File: src/rtl/instr_mem_loader.sv
// Byte-stream program loader: assembles big-endian 32-bit words and writes them to instruction RAM until HALT_WORD.
// Optional macro LOADER_CHECKSUM_EN adds a trailing XOR checksum byte and the checksum_err output.
module instr_mem_loader #(
  parameter int                   RAM_WIDTH  = 32,
  parameter int                   RAM_DEPTH  = 2048,
  parameter int                   ADDR_WIDTH = 11,
  parameter logic [RAM_WIDTH-1:0] HALT_WORD  = 32'hFFFFFFFF
) (
  input  logic                  clka,
  input  logic                  rsta,
  input  logic                  start,
  input  logic [7:0]            byte_in,
  input  logic                  byte_valid,
  output logic                  wea,
  output logic [ADDR_WIDTH-1:0] addra,
  output logic [RAM_WIDTH-1:0]  dina,
  output logic                  busy,
  output logic                  done,
  output logic [ADDR_WIDTH:0]   word_count,
  output logic                  overflow
`ifdef LOADER_CHECKSUM_EN
  ,
  output logic                  checksum_err
`endif
);

  localparam logic [ADDR_WIDTH:0]   DEPTH_CNT = (ADDR_WIDTH+1)'(RAM_DEPTH);
  localparam logic [ADDR_WIDTH-1:0] LAST_ADDR = ADDR_WIDTH'(RAM_DEPTH - 1);

  typedef enum logic [1:0] {
    IDLE  = 2'd0,
    LOAD  = 2'd1,
`ifdef LOADER_CHECKSUM_EN
    CHECK = 2'd2,
`endif
    DONE  = 2'd3
  } state_t;

  state_t      state, state_nxt;
  logic [23:0] shift_q;
  logic [1:0]  byte_idx;
  logic [31:0] word_nxt;
  logic        restart, halt_wr, accept, word_cmp, full;

  assign word_nxt = {shift_q, byte_in};
  assign restart  = start && (state == IDLE || state == DONE);
  // Bytes arriving while the halt word is being written belong to the checksum, never to a new word.
  assign halt_wr  = wea && (dina == HALT_WORD);
  assign accept   = (state == LOAD) && byte_valid && !halt_wr;
  assign word_cmp = accept && (byte_idx == 2'd3);
  assign full     = (word_count == DEPTH_CNT);

`ifdef LOADER_CHECKSUM_EN
  logic [7:0] csum;
  logic       check_byte;
  assign check_byte = byte_valid && ((state == CHECK) || (state == LOAD && halt_wr));
`endif

  always_ff @(posedge clka) begin
    if (rsta) state <= IDLE;
    else      state <= state_nxt;
  end

  always_comb begin
    state_nxt = state;
    case (state)
      IDLE, DONE: if (start) state_nxt = LOAD;
      LOAD: begin
        if (word_cmp && full) begin
          state_nxt = DONE;
        end else if (halt_wr) begin
`ifdef LOADER_CHECKSUM_EN
          state_nxt = byte_valid ? DONE : CHECK;
`else
          state_nxt = DONE;
`endif
        end
      end
`ifdef LOADER_CHECKSUM_EN
      CHECK: if (byte_valid) state_nxt = DONE;
`endif
      default: state_nxt = IDLE;
    endcase
  end

  always_comb begin
    busy = (state == LOAD);
`ifdef LOADER_CHECKSUM_EN
    busy = busy || (state == CHECK);
`endif
    done = (state == DONE);
  end

  always_ff @(posedge clka) begin
    if (rsta) begin
      wea        <= 1'b0;
      addra      <= '0;
      dina       <= '0;
      word_count <= '0;
      overflow   <= 1'b0;
      shift_q    <= '0;
      byte_idx   <= '0;
`ifdef LOADER_CHECKSUM_EN
      csum         <= '0;
      checksum_err <= 1'b0;
`endif
    end else begin
      wea <= 1'b0;
      if (restart) begin
        addra      <= '0;
        word_count <= '0;
        overflow   <= 1'b0;
        shift_q    <= '0;
        byte_idx   <= '0;
`ifdef LOADER_CHECKSUM_EN
        csum         <= '0;
        checksum_err <= 1'b0;
`endif
      end else begin
        // Address saturates at the last word so it can never wrap back onto written code.
        if (wea) begin
          word_count <= word_count + 1'b1;
          if (addra != LAST_ADDR) addra <= addra + 1'b1;
        end
        if (accept) begin
          shift_q  <= word_nxt[23:0];
          byte_idx <= byte_idx + 1'b1;
`ifdef LOADER_CHECKSUM_EN
          csum <= csum ^ byte_in;
`endif
          if (byte_idx == 2'd3) begin
            if (full) begin
              overflow <= 1'b1;
            end else begin
              wea  <= 1'b1;
              dina <= RAM_WIDTH'(word_nxt);
            end
          end
        end
`ifdef LOADER_CHECKSUM_EN
        if (check_byte) checksum_err <= (byte_in != csum);
`endif
      end
    end
  end

endmodule

File: config.mk
export PLATFORM = sky130hd
export DESIGN_NAME = instr_mem_loader
export DESIGN_NICKNAME = d
export VERILOG_FILES = /design/src/rtl/instr_mem_loader.sv
export SDC_FILE = /design/constraint.sdc
export NUM_CORES = 1
export LEC_CHECK = 0
export CORE_ASPECT_RATIO = 0.8
export CORE_MARGIN = 4
export CORE_UTILIZATION = 52
export DETAILED_ROUTE_END_ITERATION = 10
export PLACE_DENSITY = 0.77
export SYNTH_ARGS = -nofsm -noshare
export SYNTH_HDL_FRONTEND = slang
export SYNTH_SLANG_ARGS = --single-unit
File: constraint.sdc
create_clock -name clka -period 2.05 [get_ports clka]
set_input_delay 0.3075 -clock clka [delete_from_list [all_inputs] [get_ports clka]]
set_output_delay 0.3075 -clock clka [all_outputs]
set_load 0.01 [all_outputs]
==> results by group, run 1 <==
Synth
  – Largest family of logic cells by synthesized area: simple AND/OR/NAND/NOR gates
  – Post-synthesis register bit count: between 80 and 90
  – Post-synthesis mux area share: 0.161
  – Synth Area in XOR/XNOR: 0.0374
  – Cell Area, Synth: 3750 µm²
  – Synth Area in Adders: 0.0267
  – Sequential area share after synthesis: 0.454
  – Post-synthesis cell count: between 300 and 400
  – Compound-Gate Fraction of Synth Area: 0.0227
  – Synth cell types: 31
  – Synth Net Count: roughly 420
  – Synth warnings: 0
  – Avg Cell Area, Syn: 9.44 µm²
  – Synth Area in Simple Gates: 0.264

Floorplanning
  – Die height: about 84 µm
  – Die area: roughly 8600 µm²
  – Row Count: 27
  – Chip width: approximately 100 µm
  – Boundary Pins: 71
  – Total core area: 6930 µm²
  – Initial Util: 0.541

Route
  – WL/cell: approximately 15 µm
  – DRT Pass-1 Iters: 4
  – DR vias/cell: about 5.2
  – Vias: approximately 2900
  – DR DRC count: 0
  – Final wirelength: 8650 µm
  – Drt initial violations: 152
  – Post-DRT Antenna Nets: 0

Worst setup path
  – Kind of critical path: register to register
  – CP max-delay cell: or4_4
  – CP Max Fanout: 16
  – Worst r2r dst: dina[21]
  – Worst path max stage delay: 0.47 ns
  – WP buf/inv: 2
  – Worst Path Required: 2.30 ns
  – CP cell instances: inv_1 -> ha_1 -> nand2_1 -> nand2_1 -> or4_4 -> clkbuf_16 -> mux2i_1
  – Worst reg2reg path depth: 7
  – Flop2flop setup slack: ~0.13 ns
  – R2r startpoint: state[0]
  – CP delay by family, top: simple AND/OR/NAND/NOR gates
  – CP most frequent cell: nand2_1
  – Crit start category: register
  – Critical path arrival: 2.16 ns
  – Crit end category: register

Run status
  – Status: finished, final reports clean

Power
  – Leak: roughly 1.9 nW
  – Worst IR Drop VDD: approximately 0.00044 V
  – Pwr dens: 735 nW/µm²

Run
  – Max-cap violations: 0

Placement
  – Port bufs: 70
  – Gpl congestion: slightly below 0.8
  – Inst Count DP: around 540
  – Hpwl dp: between 5000 and 6000 µm

Cells and area
  – Final net count: between 400 and 500
  – Area growth, synth to finish: 28.8%
  – Inserted Diodes: 0
  – Post-route insts no fill: 559
  – Most frequent cells in the layout: dfxtp_1 (85), clkdlybuf4s50_1 (70), nand2b_1 (67)
  – Most common cell after layout, fill and taps aside: dfxtp_1
  – Fraction of layout cells with a size suffix above 1: 0.0657

Hold path
  – Worst Hold Path EP: shift_q[22]
  – Worst Hold Launch: shift_q[22]
  – HP Class: register to register
  – Hold Path Depth: 2

Clock tree
  – TritonCTS Buffers: 9
  – Worst-path clk slew: approximately 0.080 ns
  – H-tree levels: 3
  – # Post-CTS Setup Buffers: 0
  – Worst skew pair latency: 0.36 ns
  – Hold-fix buffers, CTS: 0
  – Clock Tree Root: clkbuf_8
  – Clock Path Buffers: 2
  – Clk sink count: 85
  – CTS tree: yes

Global routing
  – Largest net degree at the start of global routing: 60
  – Gr ovfl total: 0
  – Tot GR Track Use: 0.209
  – First-pass GRT wire length: 14200 µm
  – Vias in the first global route: 2889
  – Initial antenna violation count: 0

STA
  – Worst Skew: roughly 0.0073 ns
  – Final Hold Fails: 0
  – Setup TNS: 0 ns
  – Final period utilization: 0.935
  – F_max: 522 MHz
  – RSZ-0062 raised after global routing: no
  – Min Tclk post-route: roughly 1.9 ns
  – Slew Limit Fails: 0
  – Slew margin rel.: 0.711
  – Final setup violating endpoints: 0
  – Actual slew at the worst max-slew pin: 0.430 ns
[power breakdown]
part | internal, mW | leakage, nW | total, mW | switching (mW)
Sequential | 1.69 | 0.685 | 1.72 | 0.0304
Clock | 0.711 | 0.105 | 1.30 | 0.588
Combinational | 0.234 | 1.08 | 0.526 | 0.292
[final cells by class]
type,instances,area (µm²)
clock buffer,11,141
timing repair buffer,81,846
clock inverter,4,72.6
inverter,5,18.8
multi-input combinational,286,1940
fill,513,2100
tap,87,109
sequential,85,1700
[worst max path at each step]
stage | startpoint | endpoint | depth (start not counted)
after global placement | byte_valid | dina[30] | 5
final | state[0] | dina[21] | 7
after CTS | dina[13] | dina[0] | 6
after detailed placement | dina[13] | dina[0] | 6
after global routing | state[0] | dina[8] | 7
after floorplan | word_count[0] | dina[10] | 7
[metrics by stage]
step / power (mW) / hold WS, ns / setup slack (ns) / cell area [µm²] / util
final: 3.55 / 0.462 / 0.133 / 4820 / 0.697
after global routing: 3.69 / 0.486 / 0.0128 / 4820 / 0.697
after CTS: 3.57 / 0.466 / 0.00700 / 4780 / 0.690
after detailed placement: 2.28 / 0.454 / 0.0503 / 4560 / 0.659
after global placement: 2.26 / 0.446 / 0.121 / 4560 / 0.659
after floorplan: 2.10 / 0.435 / 0.238 / 3750 / -
[sequential cells by signal, indices dropped and copies added (netlist names)]
| signal | cells |
|---|---|
| byte_idx | 2 |
| state | 2 |
| wea | 1 |
| overflow | 1 |
| dina | 32 |
| word_count | 12 |
| shift_q | 24 |
| addra | 11 |
[synth_stat cells]
cell / count / area share
a21boi_0: 1 / 0.0020
a21oi_1: 5 / 0.0067
a31oi_1: 2 / 0.0033
and3_1: 6 / 0.010
and4_1: 3 / 0.0070
buf_2: 2 / 0.0027
buf_6: 4 / 0.012
clkbuf_1: 15 / 0.015
dfxtp_1: 85 / 0.45
ha_1: 8 / 0.027
inv_1: 5 / 0.0050
mux2_2: 1 / 0.0030
mux2i_1: 59 / 0.16
nand2_1: 49 / 0.049
nand2b_1: 67 / 0.11
nand3_1: 5 / 0.0067
nand4_1: 14 / 0.023
nor2_1: 25 / 0.025
nor2_2: 1 / 0.0017
nor2b_1: 1 / 0.0017
nor3_1: 7 / 0.0094
nor3b_1: 1 / 0.0020
nor4_1: 2 / 0.0033
nor4b_1: 1 / 0.0023
o21a_1: 2 / 0.0040
o21ai_0: 5 / 0.0067
or3_1: 3 / 0.0050
or4_1: 1 / 0.0020
or4_4: 1 / 0.0030
xnor2_1: 8 / 0.019
xor2_1: 8 / 0.019
[per-layer routing]
layer | track usage | vias up | wire, µm
met4 | 0.0518 | 0 | 90
met1 | 0.292 | 1390 | 4200
met5 | 0 | - | 0
met3 | 0.0560 | 9 | 402
li1 | - | 1469 | -
met2 | 0.317 | 56 | 3950
[worst register-to-register path, cell delays in order (launching register included)]
cell and delay, ns:
dfxtp_1 0.40, inv_1 0.08, ha_1 0.34, nand2_1 0.10
nand2_1 0.06, or4_4 0.47, clkbuf_16 0.23, mux2i_1 0.13
[what timing repair did]
action,in CTS,in global routing
endpoints found under the setup margin,32,32
hold endpoints to repair,0,0
cloned,0,1
resized for setup,1,4
[logic make-up (layout without fill, tap and decap cells)]
kind of cell    after synthesis  after routing
fa+ha+maj                     8              8
mux                          60             60
compound gates               15             15
buf+inv                      26            101
flops                        85             85
simple gates                187            187
xor+xnor                     16             16
(Power assumes the default switching activity.)
==> run 2, diff against run 1 <==
Settings changed: CORE_MARGIN 4 to unset, CTS_CLUSTER_DIAMETER set to 40.
==> results by group, run 2 (synthesis gave the netlist of run 1 again) <==
Run status
  – Status: finished, final reports clean (unchanged)

Route
  – Vias: 2863 (was 2924)
  – DR vias/cell: 5.12 (was 5.23)
  – Final wirelength: 8040 µm (was 8650 µm)
  – DRT Pass-1 Iters: 4 (unchanged)
  – WL/cell: 14.4 µm (was 15.5 µm)
  – Post-DRT Antenna Nets: 0 (unchanged)
  – DR DRC count: 0 (unchanged)
  – Drt initial violations: 112 (was 152)

Floorplanning
  – Die area: 7550 µm² (was 8630 µm²)
  – Row Count: 27 (unchanged)
  – Chip width: 96.9 µm (was 103 µm)
  – Total core area: 6930 µm² (unchanged)
  – Initial Util: 0.541 (unchanged)
  – Boundary Pins: 71 (unchanged)
  – Die height: 77.9 µm (was 83.9 µm)

Cells and area
  – Most frequent cells in the layout: dfxtp_1 (85), clkdlybuf4s50_1 (70), nand2b_1 (67) (unchanged)
  – Top reg by flops: dina (unchanged)
  – Max reg flops: 32 (unchanged)
  – Area growth, synth to finish: 26.8% (was 28.8%)
  – Reg area: 1700 µm² (unchanged)
  – Final net count: 488 (unchanged)
  – Largest regs: dina x32, shift_q x24, word_count x12 (unchanged)
  – Inserted Diodes: 0 (unchanged)
  – Filler cells: 534 (was 513)
  – Post-route insts no fill: 559 (unchanged)
  – Most common cell after layout, fill and taps aside: dfxtp_1 (unchanged)
  – Area of the multi-input gates: 1930 µm² (was 1940 µm²)
  – Fraction of layout cells with a size suffix above 1: 0.0657 (unchanged)

Power
  – Internal: 2.48 mW (was 2.63 mW)
  – Sw Pwr: 0.904 mW (was 0.911 mW)
  – Total chip power: 3.38 mW (was 3.55 mW)
  – Switching Fraction: 0.267 (was 0.257)
  – Worst IR Drop VDD: 0.000404 V (was 0.000440 V)
  – Reg power frac: 0.509 (was 0.485)
  – Leak: 1.83 nW (was 1.87 nW)
  – Clock group share of total power: 0.341 (was 0.367)
  – Pwr dens: 712 nW/µm² (was 735 nW/µm²)
  – Combinational power share: 0.150 (was 0.148)

STA
  – Final worst slack: 0.164 ns (was 0.133 ns)
  – Slew Limit Fails: 0 (unchanged)
  – Slew margin rel.: 0.743 (was 0.711)
  – Final Hold Fails: 0 (unchanged)
  – Actual slew at the worst max-slew pin: 0.382 ns (was 0.430 ns)
  – Worst Skew: 0.0122 ns (was 0.00728 ns)
  – F_max: 530 MHz (was 522 MHz)
  – Final setup violating endpoints: 0 (unchanged)
  – Min Tclk post-route: 1.89 ns (was 1.92 ns)
  – Final period utilization: 0.920 (was 0.935)

Worst setup path
  – Flop2flop setup slack: 0.16 ns (was 0.13 ns)
  – Critical path arrival: 2.12 ns (was 2.16 ns)
  – CP max-delay cell: or4_4 (unchanged)
  – CP cell instances: inv_1 -> ha_1 -> nand2_1 -> nand2_1 -> or4_4 -> buf_12 -> mux2i_1 (was inv_1 -> ha_1 -> nand2_1 -> nand2_1 -> or4_4 -> clkbuf_16 -> mux2i_1)
  – Crit end category: register (unchanged)
  – Worst Path Required: 2.28 ns (was 2.30 ns)
  – CP Max Fanout: 33 (was 16)
  – Worst path max stage delay: 0.43 ns (was 0.47 ns)
  – CP most frequent cell: nand2_1 (unchanged)
  – Kind of critical path: register to register (unchanged)
  – Crit start category: register (unchanged)

Clock tree
  – CTS tree: yes (unchanged)
  – H-tree levels: 3 (unchanged)
  – TritonCTS Buffers: 9 (unchanged)
  – Clock Tree Root: clkbuf_8 (unchanged)
  – Hold-fix buffers, CTS: 0 (unchanged)
  – Clk sink count: 85 (unchanged)
  – Worst-path clk slew: 0.08 ns (about the same)
  – Clock Path Buffers: 2 (unchanged)
  – Worst skew pair latency: 0.35 ns (was 0.36 ns)

Global routing
  – Initial antenna violation count: 0 (unchanged)
  – Gr ovfl total: 0 (unchanged)
  – Vias in the first global route: 2653 (was 2889)
  – Tot GR Track Use: 0.219 (was 0.209)
  – First-pass GRT wire length: 13100 µm (was 14200 µm)
  – Largest net degree at the start of global routing: 46 (was 60)

Placement
  – Port bufs: 70 (unchanged)
  – Inst Count DP: 544 (was 543)
  – Hpwl dp: 5790 µm (was 5950 µm)
  – Dpl ws: 0.0775 ns (was 0.0503 ns)
  – Gpl congestion: 0.769 (was 0.774)

Run
  – Max-cap violations: 0 (unchanged)

Hold path
  – HP Class: register to register (unchanged)
## run 2: metal layers
layer  global-route usage  part of all wire  vias to the layer above
met4               0.0791             0.015                        0
met3               0.0595             0.040                       11
li1                     -                 -                     1468
met2                0.330              0.44                       51
met5                    0                 0                        -
met1                0.300              0.50                     1333
## run 2: through the flow
step | instance area, µm² | setup TNS [ns] | hold WS [ns] | utilization
global route | 4750 | -0.00824 | 0.475 | 0.686
CTS | 4740 | 0 | 0.461 | 0.685
floorplan | 3750 | 0 | 0.435 | -
global placement | 4560 | 0 | 0.445 | 0.658
finish | 4750 | 0 | 0.459 | 0.686
detailed placement | 4560 | 0 | 0.450 | 0.658
## run 2: final cells by class
cell class / instances / area share
Clock buffer: 10 / 0.0269
Multi-Input combinational cell: 286 / 0.405
Inverter: 5 / 0.00395
Timing Repair Buffer: 81 / 0.170
Sequential cell: 85 / 0.358
Clock inverter: 5 / 0.0126
Tap cell: 87 / 0.0229
## run 2: path summary, 6_finish.rpt
kind / start / to / cells past startpoint
max: state[0] / dina[29] / 7
min: shift_q[17] / shift_q[17] / 2
max reg2reg: state[0] / dina[29] / 7
min reg2reg: shift_q[17] / shift_q[17] / 2
## run 2: power by group through the flow
stage,logic [mW],clock network [mW],registers (mW)
CTS,0.510,1.17,1.72
global placement,0.499,0,1.76
global route,0.560,1.24,1.73
floorplan,0.352,0,1.75
detailed placement,0.509,0,1.76
finish,0.508,1.15,1.72
## run 2: timing repair
| action | 4_1_cts | 5_1_grt |
|---|---|---|
| resized for setup | 0 | 2 |
| setup buffers | 0 | 0 |
| setup endpoints to repair | 0 | 33 |
## run 2: worst max-delay path: cells and delay by family, from the launching register on
kind | cells | cell delay, ns
mux | 1 | 0.15
fa+ha+maj | 1 | 0.34
simple gates | 3 | 0.59
flops | 1 | 0.39
buf+inv | 2 | 0.28
==> run 3, diff against run 2 <==
Settings changed: CORE_ASPECT_RATIO 0.8 to 0.9.
==> results by group, run 3 (synthesis gave the netlist of run 1 again) <==
Route
  – WL/cell: 14.0 µm (was 14.4 µm)
  – Final wirelength: 7890 µm (was 8040 µm)
  – Vias: 2865 (was 2863)
  – Post-DRT Antenna Nets: 0 (unchanged)
  – DR vias/cell: 5.09 (was 5.12)
  – DRT Pass-1 Iters: 5 (was 4)
  – DR DRC count: 0 (unchanged)
  – Drt initial violations: 158 (was 112)

Placement
  – Hpwl dp: 5520 µm (was 5790 µm)
  – Dpl ws: 0.0667 ns (was 0.0775 ns)
  – Post-placement cell area: 4570 µm² (was 4560 µm²)
  – Gpl congestion: 0.775 (was 0.769)
  – Port bufs: 70 (unchanged)

Worst setup path
  – Flop2flop setup slack: 0.15 ns (was 0.16 ns)
  – Setup crit start: dina[11] (was state[0])
  – Worst Path Required: 2.33 ns (was 2.28 ns)
  – R2r startpoint: dina[11] (was state[0])
  – Critical path arrival: 2.18 ns (was 2.12 ns)
  – CP Max Fanout: 33 (unchanged)
  – CP cell instances: nand4_1 -> nor4_2 -> and4_1 -> or4_4 -> buf_12 -> mux2i_1 (was inv_1 -> ha_1 -> nand2_1 -> nand2_1 -> or4_4 -> buf_12 -> mux2i_1)
  – Crit end category: register (unchanged)
  – CP max-delay cell: dfxtp_1 (was or4_4)
  – Kind of critical path: register to register (unchanged)
  – Worst path max stage delay: 0.40 ns (was 0.43 ns)
  – Crit start category: register (unchanged)

Floorplanning
  – Initial Util: 0.554 (was 0.541)
  – Boundary Pins: 71 (unchanged)
  – Total core area: 6760 µm² (was 6930 µm²)
  – Die area: 7550 µm² (about the same)
  – Row Count: 28 (was 27)
  – Die height: 82.5 µm (was 77.9 µm)
  – Chip width: 91.5 µm (was 96.9 µm)

Global routing
  – Gr ovfl total: 0 (unchanged)
  – Tot GR Track Use: 0.218 (was 0.219)
  – Vias in the first global route: 2589 (was 2653)
  – Largest net degree at the start of global routing: 43 (was 46)
  – First-pass GRT wire length: 12800 µm (was 13100 µm)
  – Initial antenna violation count: 0 (unchanged)

Clock tree
  – Worst-path clk slew: 0.08 ns (about the same)
  – H-tree levels: 3 (unchanged)
  – Clk sink count: 85 (unchanged)
  – Hold-fix buffers, CTS: 0 (unchanged)
  – CTS tree: yes (unchanged)
  – # Post-CTS Setup Buffers: 0 (unchanged)
  – Clock Tree Root: clkbuf_8 (unchanged)
  – TritonCTS Buffers: 9 (unchanged)
  – Clock Path Buffers: 2 (unchanged)
  – Worst skew pair latency: 0.35 ns (about the same)

Cells and area
  – Max reg flops: 32 (unchanged)
  – Final core occ: 0.714 (was 0.686)
  – Largest regs: dina x32, shift_q x24, word_count x12 (unchanged)
  – Final Cell Area: 4830 µm² (was 4750 µm²)
  – Final net count: 488 (unchanged)
  – Area growth, synth to finish: 28.8% (was 26.8%)
  – Most frequent cells in the layout: dfxtp_1 (85), clkdlybuf4s50_1 (70), nand2b_1 (67) (unchanged)
  – Most common cell after layout, fill and taps aside: dfxtp_1 (unchanged)
  – Top reg by flops: dina (unchanged)
  – Fraction of layout cells with a size suffix above 1: 0.0655 (was 0.0657)
  – Inserted Diodes: 0 (unchanged)

Run status
  – Status: finished, final reports clean (unchanged)

STA
  – Final period utilization: 0.928 (was 0.920)
  – Final Hold Fails: 0 (unchanged)
  – Worst Skew: 0.00866 ns (was 0.0122 ns)
  – Slew Limit Fails: 0 (unchanged)
  – Min Tclk post-route: 1.90 ns (was 1.89 ns)
  – Final worst slack: 0.148 ns (was 0.164 ns)
  – Slew margin rel.: 0.699 (was 0.743)
  – F_max: 526 MHz (was 530 MHz)
  – Setup TNS: 0 ns (unchanged)
  – RSZ-0062 raised after global routing: no
  – Actual slew at the worst max-slew pin: 0.448 ns (was 0.382 ns)
  – Final setup violating endpoints: 0 (unchanged)

Power
  – Switching Fraction: 0.248 (was 0.267)
  – Worst IR Drop VDD: 0.000571 V (was 0.000404 V)
  – Clock group share of total power: 0.391 (was 0.341)
  – Leak: 1.86 nW (was 1.83 nW)
  – Reg power frac: 0.466 (was 0.509)
  – Total chip power: 3.69 mW (was 3.38 mW)
  – Pwr dens: 765 nW/µm² (was 712 nW/µm²)
  – Internal: 2.78 mW (was 2.48 mW)
  – Combinational power share: 0.143 (was 0.150)
  – Sw Pwr: 0.915 mW (was 0.904 mW)

Hold path
  – HP Class: register to register (unchanged)
  – Worst Hold Launch: shift_q[16] (was shift_q[17])

Run
  – Max-cap violations: 0 (unchanged)
run 3: cell types whose count changed in the layout (fill, tap and decap cells not counted), sizes merged:
cell,delta
bufinv,+2
clkinv,-2
clkbuf,+1
run 3: stage by stage:
step | hold slack, ns | std cells
4_1_cts | 0.461 | 563
5_1_grt | 0.477 | 563
2_1_floorplan | 0.435 | 397
6_report | 0.462 | 563
3_3_place_gp | 0.445 | 547
3_5_place_dp | 0.453 | 547
run 3: worst paths after layout:
| kind | endpoint | depth (start not counted) |
|---|---|---|
| worst min-delay path | shift_q[16] | 2 |
| worst min register to register | shift_q[16] | 2 |
| worst max-delay path | dina[21] | 6 |
| worst max register to register | dina[21] | 6 |
run 3: cell type report:
| type | instances | area (µm²) |
|---|---|---|
| fill | 510 | 1940 |
| multi-input combinational | 286 | 1920 |
| sequential | 85 | 1700 |
| timing repair buffer | 81 | 821 |
| clock buffer | 11 | 141 |
| tap | 90 | 113 |
| clock inverter | 5 | 106 |
| inverter | 5 | 18.8 |
run 3: power by group through the flow:
stage	Combinational (mW)	Sequential, mW	Clock (mW)
6_report	0.527	1.72	1.44
5_1_grt	0.575	1.73	1.55
4_1_cts	0.533	1.72	1.47
3_5_place_dp	0.528	1.76	0
3_3_place_gp	0.521	1.76	0
2_1_floorplan	0.352	1.75	0
run 3: routing by layer:
metal	global-route usage	routed length, µm	up-vias
met3	0.0595	308	4
met5	0	0	-
met1	0.292	3910	1336
li1	-	-	1471
met4	0.0540	42	0
met2	0.351	3630	54
run 3: worst max-delay path: cells and delay by family, from the launching register on:
family        cells  cell delay, ns
buf+inv           1            0.23
mux               1            0.22
flops             1            0.40
simple gates      4            0.95
run 3: timing repair:
item	CTS	global route
endpoints found under the hold margin	0	0
gates resized for setup	0	1
endpoints found under the setup margin	0	17
==> RTL edit 1, RTL diff (config.mk and constraints of run 2) <==
Compare `word_count` against `DEPTH_CNT` with >= in place of ==.
--- a/src/rtl/instr_mem_loader.sv
+++ b/src/rtl/instr_mem_loader.sv
@@ -49,5 +49,5 @@
   assign accept   = (state == LOAD) && byte_valid && !halt_wr;
   assign word_cmp = accept && (byte_idx == 2'd3);
-  assign full     = (word_count == DEPTH_CNT);
+  assign full     = (word_count >= DEPTH_CNT);
 
 `ifdef LOADER_CHECKSUM_EN
Function: no difference found for any inputs over 10 cycles, from zero or initial values and one cycle with rsta high; that may be too few to reach the edited logic, so the function may still have changed.
==> RTL edit 1 against run 2 <==
- power is 3.5% higher
- sequential cell count did not move
- sequential share of layout area grew 0.22 points
- maximum frequency grew 0.87%
- wire length is 0.63% higher
- worst setup slack improved by 0.016 ns
- final area is 0.61% lower
- area after synthesis is 1.3% lower
- largest cell class unchanged
==> RTL edit 1: results (changes against run 2) <==
metric;value;unit;change
Highest Signal Layer;met4;;
total track usage;23.1;%;+1.3 points
WL met3;332;um;+2.5%
CP arrival;1.56;ns;-0.56 ns
Least-Margin Pin Slew;0.391;ns;+0.00866 ns
Reg2Reg Depth;5;;-2
largest net degree at the start of global routing;39;;-15%
critical path's top delay family;buffers and inverters;;
Metal-1 WL;4020;um;about the same
gpl congestion;0.784;;+2.0%
CP Capture Type;output pin;;
sequential-to-total area share from yosys stat;46.0;%;+0.58 points
met2 usage;35.7;%;+2.7 points
dpl cells;525;;-3.5%
status;completed;;
Crit Reg-Reg Startpoint;dina[14]$_SDFFE_PP0P_;;
WL per Instance;14.9;um;+4.0%
Clk Latency, worst-skew pair;0.37;ns;+0.02 ns
initial DRC count;110;;-1.8%
Static Leak;0.00158;uW;-14%
slowest cell delay on critical path;0.56;ns;+0.13 ns
Worst VDD drop;0.343;mV;-15%
first-pass GRT wire length;13200;um;+1.1%
average vias per placed instance;5.29;;+3.3%
vias in the first global route;2778;;+4.7%
CP endpoint;busy;;
met2 WL;3600;um;+1.1%
post-place setup slack;0.112;ns;+0.0348 ns
Post-Syn Nets;399;;-4.3%
Post-Syn Area per Cell;9.76;sq um;+3.4%
hpwl dp;5650;um;-2.5%
final-stage net count;469;;-3.9%
CP Max Fanout;4;;-88%
GR Util met1;31.2;%;+1.2 points
clk slew on worst S/H paths;0.10;ns;+0.02 ns
WHS;0.478;ns;+0.0192 ns
post-route ant nets;0;;unchanged
top cells by count, synth;dfxtp_1 (85), nand2b_1 (67), mux2i_1 (60), nor2_1 (47), clkbuf_1 (13);;
Area contributors post-synth;dfxtp_1 (46%), mux2i_1 (16%), nand2b_1 (11%);;
final worst path period share;91.2;%;-0.79 points
Cell Area, Placed;4510;sq um;-0.99%
critical path's slowest cell;clkdlybuf4s50_1;;
FF-to-FF End;state[0]$_SDFFE_PP0P_;;
critical path startpoint;state[1]$_SDFFE_PP0P_;;
worst clock skew;0.0143;ns;+0.00205 ns
reg2reg setup slack;0.19;ns;+0.03 ns
met3 Use GR;7.06;%;+1.1 points
[RTL edit 1: cell families (layout without fill, tap and decap cells)]
kind of cell / Yosys count / after routing / share of synthesized area, %
AO/OA/AOI/OAI: 17 / 17 / 2.84
XOR/XNOR: 14 / 14 / 3.32
adder cells (fa/ha/maj): 8 / 8 / 2.71
buffers and inverters: 27 / 102 / 4.03
flip-flops: 85 / 85 / 46.0
multiplexers: 61 / 61 / 16.5
AND/OR/NAND/NOR: 167 / 167 / 24.6
[RTL edit 1: final cells by class]
type                            instances  area [sq um]
Clock buffer                            9           124
Clock inverter                          7          87.6
Fill cell                             586          2170
Inverter                                6          22.5
Multi-Input combinational cell        267          1860
Sequential cell                        85          1700
Tap cell                               87           109
Timing Repair Buffer                   80           813
[RTL edit 1: where the power goes]
group / internal [uW] / switching (uW) / total (uW)
clock: 598 / 680 / 1280
sequential: 1690 / 40.9 / 1730
combinational: 225 / 268 / 493
total: 2510 / 989 / 3500
==> RTL edit 2, RTL diff (flow settings as in run 2) <==
Without the edit above. Build with the macro `LOADER_CHECKSUM_EN` defined.
--- a/src/rtl/instr_mem_loader.sv
+++ b/src/rtl/instr_mem_loader.sv
@@ -1,4 +1,6 @@
 // Byte-stream program loader: assembles big-endian 32-bit words and writes them to instruction RAM until HALT_WORD.
 // Optional macro LOADER_CHECKSUM_EN adds a trailing XOR checksum byte and the checksum_err output.
+`define LOADER_CHECKSUM_EN
+
 module instr_mem_loader #(
   parameter int                   RAM_WIDTH  = 32,
Formal check against the unedited RTL (old outputs only; new: checksum_err): not equivalent (Yosys sat finds a counterexample within 10 cycles, from zero or initial values and one cycle with rsta high).
==> RTL edit 2 against run 2 <==
- combinational power grew 58%
- power rose by 15%
- first-iteration DRC count rose by 47%
- area after synthesis grew 13%
- final area up 13%
- sequential power increased by 12%
- synthesized cell count is 20% higher
- wire length grew 23%
- sequential cell count increased by 9
- worst setup slack worse by 0.095 ns
- highest routed layer unchanged
==> RTL edit 2: results (changes against run 2) <==
metric;value;unit;change
status;completed;;
first-pass GRT wire length;15500;um;+19%
hold endpoint;shift_q[23]$_SDFFE_PP0P_;;
Synth Area in Compound Gates;6.37;%;+4.1 points
Crit Reg-Reg Startpoint;dina[15]$_SDFFE_PP0P_;;
vias in the first global route;3055;;+15%
post-synthesis mux area share;9.91;%;-6.2 points
DRT Wirelength;9860;um;+23%
GR Util met1;35.8;%;+5.8 points
Min-Delay Startpoint;shift_q[23]$_SDFFE_PP0P_;;
Post-Synth Adder-Cell Area;2.06;%;-0.61 points
fill count;675;;+26%
CP Max Fanout;7;;-79%
Area contributors post-synth;dfxtp_1 (44%), nand2b_1 (11%), mux2i_1 (9.9%);;
gpl congestion;0.788;;+2.6%
Static Leak;0.00176;uW;-3.8%
xor and xnor area share after synthesis;5.16;%;+1.4 points
hpwl dp;7160;um;+24%
FF-to-FF End;dina[6]$_SDFFE_PP0P_;;
vias;3498;;+22%
sequential-to-total area share from yosys stat;44.4;%;-1.1 points
Yosys cell types;34;;+9.7%
met3 Use GR;5.70;%;-0.25 points
final-stage net count;563;;+15%
share of cells above drive strength 1;5.84;%;-0.73 points
total iterations of the first detailed-routing run;5;;+1
initial DRC count;165;;+47%
worst clock skew;0.0112;ns;-0.00105 ns
Post-Syn Nets;495;;+19%
top cells by count, synth;dfxtp_1 (94), nand2b_1 (75), nand2_1 (53), mux2i_1 (42);;
## RTL edit 2: cell types whose count changed after synthesis, sizes merged, moves of 8 or more
cell           run 2  this run
o21ai              5        23
nand2b            67        75
nand3              5        26
o22ai              0         8
xnor2              8        17
dfxtp             85        94
nand4             14        22
mux2i             59        42
## RTL edit 2: cell families after synthesis
| group | count (synthesis) |
|---|---|
| and+or+nand+nor | 229 |
| DFF | 94 |
| AOI/OAI and AO/OA | 47 |
| muxes | 42 |
| buffers and inverters | 32 |
| xor gates and xnor gates | 25 |
| adders and majority gates | 7 |
## RTL edit 2: worst max-delay path, stage by stage, from the launching register on
cell             delay (ns)
dfxtp_4                0.38
inv_1                  0.07
ha_4                   0.28
inv_1                  0.06
clkdlybuf4s50_1        0.52
## RTL edit 2: final cells by class
cell class,instances,area (sq um),share of cell area (%)
Timing Repair Buffer,83,876,16.3
Clock inverter,2,16.3,0.304
Inverter,6,22.5,0.420
Clock buffer,13,169,3.15
Sequential cell,94,1890,35.2
Multi-Input combinational cell,350,2250,42.1
Tap cell,108,135,2.52
## RTL edit 2: per-layer routing
metal | up-vias | wire length [um]
met5 | - | 0
met4 | 0 | 114
met3 | 8 | 467
met2 | 80 | 4250
met1 | 1645 | 5030
li1 | 1765 | -
## RTL edit 2: worst max path at each step
stage / start / to / slack (ns) / depth (start not counted)
after global placement: byte_valid / dina[19]$_SDFFE_PP0P_ / 0.11 / 6
after CTS: state[0]$_SDFFE_PP0P_ / busy / 0.05 / 4
after detailed placement: byte_valid / dina[6]$_SDFFE_PP0P_ / 0.05 / 6
final: state[0]$_SDFFE_PP0P_ / busy / 0.07 / 4
after global routing: state[0]$_SDFFE_PP0P_ / busy / 0.0001 / 4
after floorplan: state[0]$_SDFFE_PP0P_ / shift_q[5]$_SDFFE_PP0P_ / 0.11 / 7
## RTL edit 2: report_power, final
group / leakage (uW) / total (uW) / switching [uW] / internal (uW)
Sequential: 0.000758 / 1930 / 53.0 / 1880
Clock: 0.0000917 / 1160 / 622 / 537
Combinational: 0.000910 / 802 / 455 / 347
Total: 0.00176 / 3900 / 1130 / 2770
## RTL edit 2: through the flow
stage	cell area [sq um]	cells	power, uW	setup WS, ns	hold slack, ns
floorplan	4240	476	2450	0.108	0.436
global placement	5160	641	2700	0.109	0.448
detailed placement	5160	641	2720	0.0513	0.449
CTS	5360	656	3910	0.0497	0.473
global route	5360	656	4070	0.000110	0.485
finish	5360	656	3900	0.0687	0.468
